--- src/rtl/rv_alu_mc.sv ---
`default_nettype none
// +----------------------------------------------------------------------------+
// | Module   : rv_alu_mc                                                        |
// | Purpose  : Multi-cycle execute-stage ALU with valid/ready handshakes on    |
// |            both sides and a registered result. Arithmetic, logic and      |
// |            compare ops finish in one cycle. Shifts use an iterative       |
// |            shifter that moves SHIFT_STEP bits per cycle, unless the       |
// |            RV_ALU_BARREL_SHIFT_EN macro is defined. With that macro, a    |
// |            combinational barrel shifter finishes shifts in one cycle.     |
// | Params   : XLEN       - datapath width (32 or 64)                          |
// |            SHIFT_STEP - bits shifted per cycle, power of two, 1..XLEN     |
// | Ports    : clk, rst        - clock (rising), async active-high reset       |
// |            in_valid/ready  - request handshake; op/op_a/op_b are captured |
// |            flush           - abort in-flight op, blocks acceptance        |
// |            out_valid/ready - result handshake                             |
// |            out_result      - registered result                            |
// |            out_flag        - compare outcome (ops 8-13), else result==0   |
// |            busy            - FSM not idle                                 |
// | Revision : 1.0 - initial release                                          |
// +----------------------------------------------------------------------------+
module rv_alu_mc #(
    parameter int XLEN       = 32,
    parameter int SHIFT_STEP = 4
) (
    input  logic            clk,
    input  logic            rst,
    input  logic            in_valid,
    output logic            in_ready,
    input  logic [3:0]      op,
    input  logic [XLEN-1:0] op_a,
    input  logic [XLEN-1:0] op_b,
    input  logic            flush,
    output logic            out_valid,
    input  logic            out_ready,
    output logic [XLEN-1:0] out_result,
    output logic            out_flag,
    output logic            busy
);

    localparam int c_SHW = $clog2(XLEN);
    // One extra bit so that SHIFT_STEP == XLEN still fits in the counter width.
    localparam int c_CW  = c_SHW + 1;

    localparam logic [3:0] c_OP_ADD  = 4'd0;
    localparam logic [3:0] c_OP_SUB  = 4'd1;
    localparam logic [3:0] c_OP_AND  = 4'd2;
    localparam logic [3:0] c_OP_OR   = 4'd3;
    localparam logic [3:0] c_OP_XOR  = 4'd4;
    localparam logic [3:0] c_OP_SLL  = 4'd5;
    localparam logic [3:0] c_OP_SRL  = 4'd6;
    localparam logic [3:0] c_OP_SRA  = 4'd7;
    localparam logic [3:0] c_OP_SLT  = 4'd8;
    localparam logic [3:0] c_OP_SLTU = 4'd9;
    localparam logic [3:0] c_OP_EQ   = 4'd10;
    localparam logic [3:0] c_OP_NE   = 4'd11;
    localparam logic [3:0] c_OP_GE   = 4'd12;
    localparam logic [3:0] c_OP_GEU  = 4'd13;
    localparam logic [3:0] c_OP_RSV  = 4'd14;

    typedef enum logic [1:0] {
        S_IDLE  = 2'd0,
        S_SHIFT = 2'd1,
        S_DONE  = 2'd2
    } state_t;

    state_t          r_state, w_state_nxt;
    logic [XLEN-1:0] r_result, w_result_nxt;
    logic            r_flag, w_flag_nxt;

    logic            w_accept;
    logic [c_SHW-1:0] w_amt;
    logic [XLEN-1:0] w_alu_result;
    logic            w_alu_flag;
    logic            w_cmp;
    logic            w_is_cmp;
    logic            w_is_rsv;

    // ------------------------------------------------------------------
    // Handshake and status
    // ------------------------------------------------------------------
    // flush overrides everything, so a flush cycle never accepts a request.
    assign in_ready   = !flush && ((r_state == S_IDLE) ||
                                   ((r_state == S_DONE) && out_ready));
    assign w_accept   = in_valid && in_ready;
    assign out_valid  = (r_state == S_DONE);
    assign busy       = (r_state != S_IDLE);
    assign out_result = r_result;
    assign out_flag   = r_flag;

    assign w_amt    = op_b[c_SHW-1:0];
    assign w_is_cmp = (op >= c_OP_SLT) && (op <= c_OP_GEU);
    assign w_is_rsv = (op >= c_OP_RSV);

    // ------------------------------------------------------------------
    // Single-cycle datapath, evaluated on the live request operands
    // ------------------------------------------------------------------
    always_comb begin
        w_alu_result = '0;
        w_cmp        = 1'b0;
        case (op)
            c_OP_ADD:  w_alu_result = op_a + op_b;
            c_OP_SUB:  w_alu_result = op_a - op_b;
            c_OP_AND:  w_alu_result = op_a & op_b;
            c_OP_OR:   w_alu_result = op_a | op_b;
            c_OP_XOR:  w_alu_result = op_a ^ op_b;
`ifdef RV_ALU_BARREL_SHIFT_EN
            c_OP_SLL:  w_alu_result = op_a << w_amt;
            c_OP_SRL:  w_alu_result = op_a >> w_amt;
            c_OP_SRA:  w_alu_result = $signed(op_a) >>> w_amt;
`endif
            c_OP_SLT:  w_cmp = ($signed(op_a) < $signed(op_b));
            c_OP_SLTU: w_cmp = (op_a < op_b);
            c_OP_EQ:   w_cmp = (op_a == op_b);
            c_OP_NE:   w_cmp = (op_a != op_b);
            c_OP_GE:   w_cmp = !($signed(op_a) < $signed(op_b));
            c_OP_GEU:  w_cmp = !(op_a < op_b);
            default:   w_alu_result = '0;
        endcase

        if (w_is_cmp) begin
            w_alu_result = {{(XLEN-1){1'b0}}, w_cmp};
            w_alu_flag   = w_cmp;
        end else if (w_is_rsv) begin
            w_alu_result = '0;
            w_alu_flag   = 1'b1;
        end else begin
            w_alu_flag   = (w_alu_result == '0);
        end
    end

`ifndef RV_ALU_BARREL_SHIFT_EN
    // ------------------------------------------------------------------
    // Iterative shifter: r_result is the working value while in SHIFT
    // ------------------------------------------------------------------
    localparam logic [c_CW-1:0] c_STEP = c_CW'(SHIFT_STEP);

    logic [c_CW-1:0] r_remaining, w_remaining_nxt;
    logic [3:0]      r_shift_op, w_shift_op_nxt;
    logic [c_CW-1:0] w_step;
    logic [XLEN-1:0] w_shifted;
    logic            w_is_shift;

    assign w_is_shift = (op == c_OP_SLL) || (op == c_OP_SRL) || (op == c_OP_SRA);
    assign w_step     = (r_remaining < c_STEP) ? r_remaining : c_STEP;

    always_comb begin
        case (r_shift_op)
            c_OP_SLL: w_shifted = r_result << w_step;
            c_OP_SRL: w_shifted = r_result >> w_step;
            default:  w_shifted = $signed(r_result) >>> w_step;
        endcase
    end
`endif

    // ------------------------------------------------------------------
    // Next-state / next-datapath logic
    // ------------------------------------------------------------------
    always_comb begin
        w_state_nxt  = r_state;
        w_result_nxt = r_result;
        w_flag_nxt   = r_flag;
`ifndef RV_ALU_BARREL_SHIFT_EN
        w_remaining_nxt = r_remaining;
        w_shift_op_nxt  = r_shift_op;
`endif
        if (flush) begin
            // The held or partial result is dropped. The registers are left as
            // they are, because out_valid already masks them.
            w_state_nxt = S_IDLE;
        end else if (w_accept) begin
`ifndef RV_ALU_BARREL_SHIFT_EN
            if (w_is_shift) begin
                w_result_nxt   = op_a;
                w_flag_nxt     = (op_a == '0);
                w_shift_op_nxt = op;
                if (w_amt == '0) begin
                    w_state_nxt = S_DONE;
                end else begin
                    w_state_nxt     = S_SHIFT;
                    w_remaining_nxt = {1'b0, w_amt};
                end
            end else
`endif
            begin
                w_result_nxt = w_alu_result;
                w_flag_nxt   = w_alu_flag;
                w_state_nxt  = S_DONE;
            end
        end else begin
            case (r_state)
`ifndef RV_ALU_BARREL_SHIFT_EN
                S_SHIFT: begin
                    w_result_nxt    = w_shifted;
                    w_flag_nxt      = (w_shifted == '0);
                    w_remaining_nxt = r_remaining - w_step;
                    // This is the last step when it consumes everything left.
                    if (r_remaining == w_step) begin
                        w_state_nxt = S_DONE;
                    end
                end
`endif
                S_DONE: begin
                    if (out_ready) begin
                        w_state_nxt = S_IDLE;
                    end
                end
                default: w_state_nxt = r_state;
            endcase
        end
    end

    // ------------------------------------------------------------------
    // State and datapath registers
    // ------------------------------------------------------------------
    always_ff @(posedge clk or posedge rst) begin
        if (rst) begin
            r_state  <= S_IDLE;
            r_result <= '0;
            r_flag   <= 1'b0;
`ifndef RV_ALU_BARREL_SHIFT_EN
            r_remaining <= '0;
            r_shift_op  <= '0;
`endif
        end else begin
            r_state  <= w_state_nxt;
            r_result <= w_result_nxt;
            r_flag   <= w_flag_nxt;
`ifndef RV_ALU_BARREL_SHIFT_EN
            r_remaining <= w_remaining_nxt;
            r_shift_op  <= w_shift_op_nxt;
`endif
        end
    end

endmodule
`default_nettype wire

--- config.mk ---
export PLATFORM = sky130hd
export DESIGN_NAME = rv_alu_mc
export DESIGN_NICKNAME = d
export VERILOG_FILES = /design/src/rtl/rv_alu_mc.sv
export SDC_FILE = /design/constraint.sdc
export NUM_CORES = 1
export LEC_CHECK = 0
export CAP_MARGIN = 10
export CORE_ASPECT_RATIO = 0.75
export CORE_MARGIN = 8
export CORE_UTILIZATION = 31
export CTS_CLUSTER_SIZE = 10
export DETAILED_ROUTE_END_ITERATION = 16
export PLACE_DENSITY_LB_ADDON = 0.25
export SYNTH_ARGS = -nofsm -noshare
export SYNTH_HDL_FRONTEND = slang
export SYNTH_SLANG_ARGS = --single-unit
--- constraint.sdc ---
create_clock -name clk -period 7.26 [get_ports clk]
set_input_delay 1.452 -clock clk [delete_from_list [all_inputs] [get_ports clk]]
set_output_delay 1.452 -clock clk [all_outputs]
set_load 0.1 [all_outputs]
### Word level (Yosys, flattened, before mapping)

Index checks and enable logic that the tools add are counted.
W data, S select, Z words.

| word-level totals | value |
|---|---|
| register bits | 45 |
| input port bits | 73 |
| output and inout port bits | 36 |
| logic and storage cells | 93 |

| operators by class | value |
|---|---|
| add/sub/neg operators | 3 |
| order comparisons | 6 |
| equal/unequal tests | 24 |
| shift operators | 3 |
| mux-type cells | 25 |
| bitwise gates (word level) | 4 |
| reduce and logical (&&, ||, !) cells | 23 |

Operators by type and width:

| cell | number |
|---|---|
| $mux W32 | 5 |
| $pmux W32 S5 | 1 |
| $logic_not A32 Y1 | 3 |
| $lt A32 B32 Y1 | 2 |
| $pmux W32 S2 | 1 |
| $add A32 B32 Y32 | 1 |
| $and A32 B32 Y32 | 1 |
| $eq A32 B32 Y1 | 1 |
| $ne A32 B32 Y1 | 1 |
| $or A32 B32 Y32 | 1 |
| $shl A32 B6 Y32 | 1 |
| $shr A32 B6 Y32 | 1 |
| $sshr A32 B6 Y32 | 1 |
| $sub A32 B32 Y32 | 1 |
| $xor A32 B32 Y32 | 1 |
| $mux W6 | 5 |
| $eq A4 B3 Y1 const B | 6 |
| $eq A4 B4 Y1 const B | 6 |
| $mux W2 | 6 |
| $eq A4 B2 Y1 const B | 2 |
| $ge A4 B4 Y1 const B | 2 |
| $eq A6 B6 Y1 | 1 |
| $lt A6 B3 Y1 const B | 1 |
| $pmux W1 S6 | 1 |
| other kinds (23) | 36 |

### Longest topological paths before layout

| logic depth | value |
|---|---|
| word-level depth | 7 |
| mapped depth | 15 |
| depth with buffers taken out | 14 |

### Worst setup path before layout

OpenSTA, ideal clock, no wires.

| timing | value |
|---|---|
| path kind | input-to-reg |
| start | in flush |
| end | reg r_remaining[0] |
| library setup time | 0.132 ns |
| data arrival time | 5.246 ns |
| data required time | 7.128 ns |
| slack | 1.882 ns |
| cell stages on the path | 8 |
| path buffers | 1 |
| path through | a211oi_1 -> nand2_1 -> nor3_1 -> a21boi_0 -> nor2_1 -> clkbuf_1 -> o21ai_0 -> o31ai_1 |

| on the way | value |
|---|---|
| cells in the longest elaborated chain, start to end | 5 |
| elaborated cells on any way between the ends | 9 |
| those cells by class | eq/ne (2); mux (1); bitwise (1); reduce/logical (5) |

Ends and longest elaborated chain:

| element | line | RTL |
|---|---|---|
| from (decl) | 32 | `input logic flush,` |
| $logic_not A1 Y1 | 82 | `assign in_ready = !flush && ((r_state == S_IDLE) \|\|` |
| $logic_and A1 B1 Y1 | 82 |  |
| $logic_and A1 B1 Y1 | 84 | `assign w_accept = in_valid && in_ready;` |
| $ne A2 B2 Y1 (no line), or another cell as far along | - |  |
| $reduce_and A4 Y1 (no line) | - |  |
| to (signal assigned) | 229 | `r_remaining <= w_remaining_nxt;` |
| to (decl) | 137 | `logic [c_CW-1:0] r_remaining, w_remaining_nxt;` |

Parallel ways exist; a longest one is shown, timed or not.
A chain may end at the register's enable or synchronous reset.

### Worst setup path after layout

| timing | value |
|---|---|
| start | in op_a[0] |
| end | reg r_flag, in the netlist out_flag |

| on the way | value |
|---|---|
| cells in the longest elaborated chain, start to end | 7 |
| elaborated cells on any way between the ends | 19 |
| those cells by class | add/sub (2); order compare (2); eq/ne (2); mux (6); bitwise (3); reduce/logical (4) |

Ends and longest elaborated chain:

| element | line | RTL |
|---|---|---|
| from (decl) | 30 | `input logic [XLEN-1:0] op_a,` |
| $sub A32 B32 Y32, or another cell as far along | 102 | `c_OP_SUB: w_alu_result = op_a - op_b;` |
| $pmux W32 S5 | 100 | `case (op)` |
| $logic_not A32 Y1 | 127 | `w_alu_flag = (w_alu_result == '0);` |
| $mux W1 | 123 | `end else if (w_is_rsv) begin` |
| $mux W1 | 120 | `if (w_is_cmp) begin` |
| $mux W1 * | 172 | `if (w_is_shift) begin` |
| $mux W1 * | 170 | `end else if (w_accept) begin` |
| to (signal assigned) | 227 | `r_flag <= w_flag_nxt;` |
| to (decl) | 68 | `logic r_flag, w_flag_nxt;` |

Every way passes the cells marked *; elsewhere a longest branch is shown, timed or not.

==> impl_metrics.json <==
{
  "cts_resized": 0,
  "crit_path_start_kind": "input pin",
  "multi_input_area_mm2": 0.00888,
  "fin_crit_sh_pct": 81.7,
  "crit_slowest_cell": "a2111oi_0",
  "postCtsSetupBuffers": 0,
  "num_rows": 59,
  "via_per_inst": 6.40,
  "synth_nets": 1780,
  "drt-total-wl_um": 51500,
  "drc_errors": 0,
  "path_common_cell": "a21o_1",
  "drtAntennaViolNets": 0,
  "cts_buffers": 5,
  "setup_ws_ps": 1330,
  "clock_skew_ps": 6.88,
  "synth_cell_types": 88,
  "synthTopCellsByArea": "ha_1 12%, dfrtp_1 10%, a21oi_1 6.2%, nand2_1 5.0%, nor2_1 4.8%",
  "syn_avg_cell_area_um2": 6.80,
  "synth_top_family_by_area": "compound AO/OA/AOI/OAI gates",
  "netlist_area_mm2": 0.0109,
  "worstPathCellList": "clkdlybuf4s50_1 > ha_1 > fa_1 > a21o_1 > a221o_1 > a21o_1 > a21oi_1 > mux2_2 > a2111oi_0 > nand4b_1 > nor4_1 > nand4_1 > o21ai_1",
  "irDropWorstVdd_v": 0.000129,
  "grt_pass1_wl_um": 77500,
  "period_minus_slack_ps": 5930,
  "cp-startpoint": "op_a[0]",
  "synth_fa_ha_area_share_pct": 12.4,
  "cts_sinks": 45,
  "placed_cell_area_mm2": 0.0122,
  "finalHoldViolCount": 0,
  "finalSetupViolCount": 0,
  "async_flop_share_pct": 100,
  "yosys_warnings": 0,
  "timing.rr.end": "out_flag",
  "grt_pass1_vias": 12100,
  "ys.flop_type": "dfrtp_1",
  "cts_tree": "done",
  "rr_startpoint": "r_remaining[2]",
  "fillers": 3709,
  "portBuffers": 108,
  "total_power_mw": 3.01,
  "relSlewSlack_pct": 26.9,
  "synth_enable_flop_cells": 0,
  "grt_max_degree": 54,
  "yosysSeqAreaShare_pct": 10.3,
  "crit_arrival_ps": 6160,
  "crit_fanout": 7,
  "p_leak_nw": 4.88,
  "cts_hold_buf": 0,
  "hpwl_um": 39600,
  "synthToLayoutAreaGrowth_pct": 14.2,
  "worst_slew_pin_slew_ps": 1090,
  "synth-simple-area-share_pct": 26.1,
  "netlist_instances": 1600,
  "dr.pass1.iters": 8,
  "r2r_slack_ps": 3010,
  "p_per_area_mw_per_mm2": 242,
  "maxCapViolCount": 0,
  "n_antenna_cell": 0,
  "layout-drive-gt1-share_pct": 5.82,
  "fmax_mhz": 169,
  "grt_setup_unrepaired": "false",
  "finalNetCount": 1793,
  "synth_top_area_share_pct": 12.1,
  "dp_slack_ps": 1220,
  "io_pins": 109,
  "hold_path.class": "flip-flop to flip-flop",
  "endpoint_kind": "flip-flop",
  "cts_buffer_depth": 2,
  "antenna_found_initial": 0,
  "drv_slew": 0,
  "die_h_um": 178,
  "core_area_mm2": 0.0346,
  "drtIter0Drc": 1878,
  "grt_overflow": 0,
  "dieArea_mm2": 0.0414,
  "clock_latency_ps": 300,
  "synth_mux_area_share_pct": 6.91,
  "cp.required_ps": 7490,
  "grt_usage_pct": 23.8,
  "vias": 13300,
  "cts_root_buf": "clkbuf_16",
  "finalSetupTns_ps": 0,
  "outcome": "finished, final reports clean",
  "synth_compound_area_share_pct": 35.2,
  "ff2ff_path_depth": 11,
  "final_design_area_no_fill_mm2": 0.0124,
  "seqCellArea_mm2": 0.00113,
  "fp.dieW_um": 232,
  "path_clk_slew_ps": 70,
  "max_stage_delay_ps": 650,
  "synth-xor-area-share_pct": 0.563,
  "place_congestion": 1.02,
  "htreeDepth": 2,
  "endpoint": "out_flag",
  "routedWlPerCell_um": 24.8,
  "yosysTopAreaCell": "ha_1",
  "ys_seq_elements": 45,
  "start_util_pct": 31.4,
  "worst-setup-path-type": "input pin to flip-flop"
}
[cell families after synthesis]
logic type / count (synthesis)
AO/OA/AOI/OAI: 571
XOR/XNOR: 7
adder cells (fa/ha/maj): 107
buffers and inverters: 234
flip-flops: 45
multiplexers: 56
other: 1
AND/OR/NAND/NOR: 579
[state kept, by name, summed over array words and instances (netlist names)]
register	flops
r_state	2
out_flag	1
out_result	32
r_remaining	6
r_shift_op	4
[layout by cell type (no fill, tap or decap), types with 17 or more instances in the layout]
master             n
a211oi_1          37
a21oi_1          135
a31oi_1           39
buf_4             25
clkdlybuf4s50_1  107
dfrtp_1           44
ha_1             105
inv_1            105
mux2i_1           29
nand2_1          146
nand3_1           65
nand4_1           29
nor2_1           139
nor2b_1           27
nor3_1            47
nor4_1            31
o211ai_1          36
o21ai_0          102
o31ai_1           17
[layout make-up]
cell class              instances  share of cell area [%]
flip-flops and latches         45                    9.07
well taps                     457                    4.60
inverters                     107                    3.23
clock buffers                   6                    1.12
clock inverters                 2                   0.302
repair buffers                133                    10.2
multi-input cells            1321                    71.5
[worst min-delay path by stage]
| stage | startpoint | depth (start not counted) | end |
|---|---|---|---|
| after detailed placement | r_shift_op[2] | 1 | r_shift_op[2] |
| after floorplan | r_shift_op[2] | 1 | r_shift_op[2] |
| after global placement | r_shift_op[2] | 1 | r_shift_op[2] |
| final | r_shift_op[2] | 1 | r_shift_op[2] |
| after CTS | r_shift_op[2] | 1 | r_shift_op[2] |
| after global routing | r_shift_op[2] | 1 | r_shift_op[2] |
[routing by layer]
layer  part of all wire (%)  global-route usage, %  vias up
met5                      0                      0        -
met4                    1.9                   4.03        0
li1                       -                      -     6046
met3                     12                   6.72       88
met1                     47                   35.8     6321
met2                     40                   32.9      796
[per-stage QoR]
step	instances	utilization, %	hold WS (ps)
4_1_cts	2071	35.9	525
6_report	2071	35.9	523
3_3_place_gp	2063	35.4	509
3_5_place_dp	2063	35.4	507
5_1_grt	2071	35.9	551
2_1_floorplan	1600	-	470
[worst max-delay path, delay by kind of cell]
kind | cells | cell delay, ps
AND/OR/NAND/NOR | 3 | 860
adder cells (fa/ha/maj) | 2 | 830
AO/OA/AOI/OAI | 6 | 2030
multiplexers | 1 | 370
buffers and inverters | 1 | 620
[cells in the mapped netlist, types with 13 or more instances]
| library cell | count |
|---|---|
| nor4_1 | 32 |
| nor2b_1 | 27 |
| dfrtp_1 | 45 |
| o31ai_1 | 17 |
| mux2i_1 | 29 |
| o22ai_1 | 16 |
| nand2_1 | 146 |
| a21o_1 | 16 |
| a31oi_1 | 39 |
| nand3_1 | 66 |
| mux4_2 | 14 |
| nor2_1 | 139 |
| nor3_1 | 48 |
| clkbuf_1 | 99 |
| a21oi_1 | 135 |
| a221oi_1 | 13 |
| mux2_2 | 13 |
| and3_1 | 13 |
| a211oi_1 | 37 |
| o21ai_0 | 102 |
| o21a_1 | 15 |
| inv_1 | 106 |
| buf_2 | 16 |
| o211ai_1 | 36 |
| nand2b_1 | 13 |
| ha_1 | 105 |
| nand4_1 | 29 |
[where the power goes]
| part | switching [mW] | total [mW] | leakage (nW) | internal [mW] |
|---|---|---|---|---|
| clock | 0.109 | 0.281 | 0.0831 | 0.172 |
| combinational | 1.51 | 2.22 | 4.25 | 0.703 |
| sequential | 0.194 | 0.508 | 0.540 | 0.314 |
(Power assumes the default switching activity.)
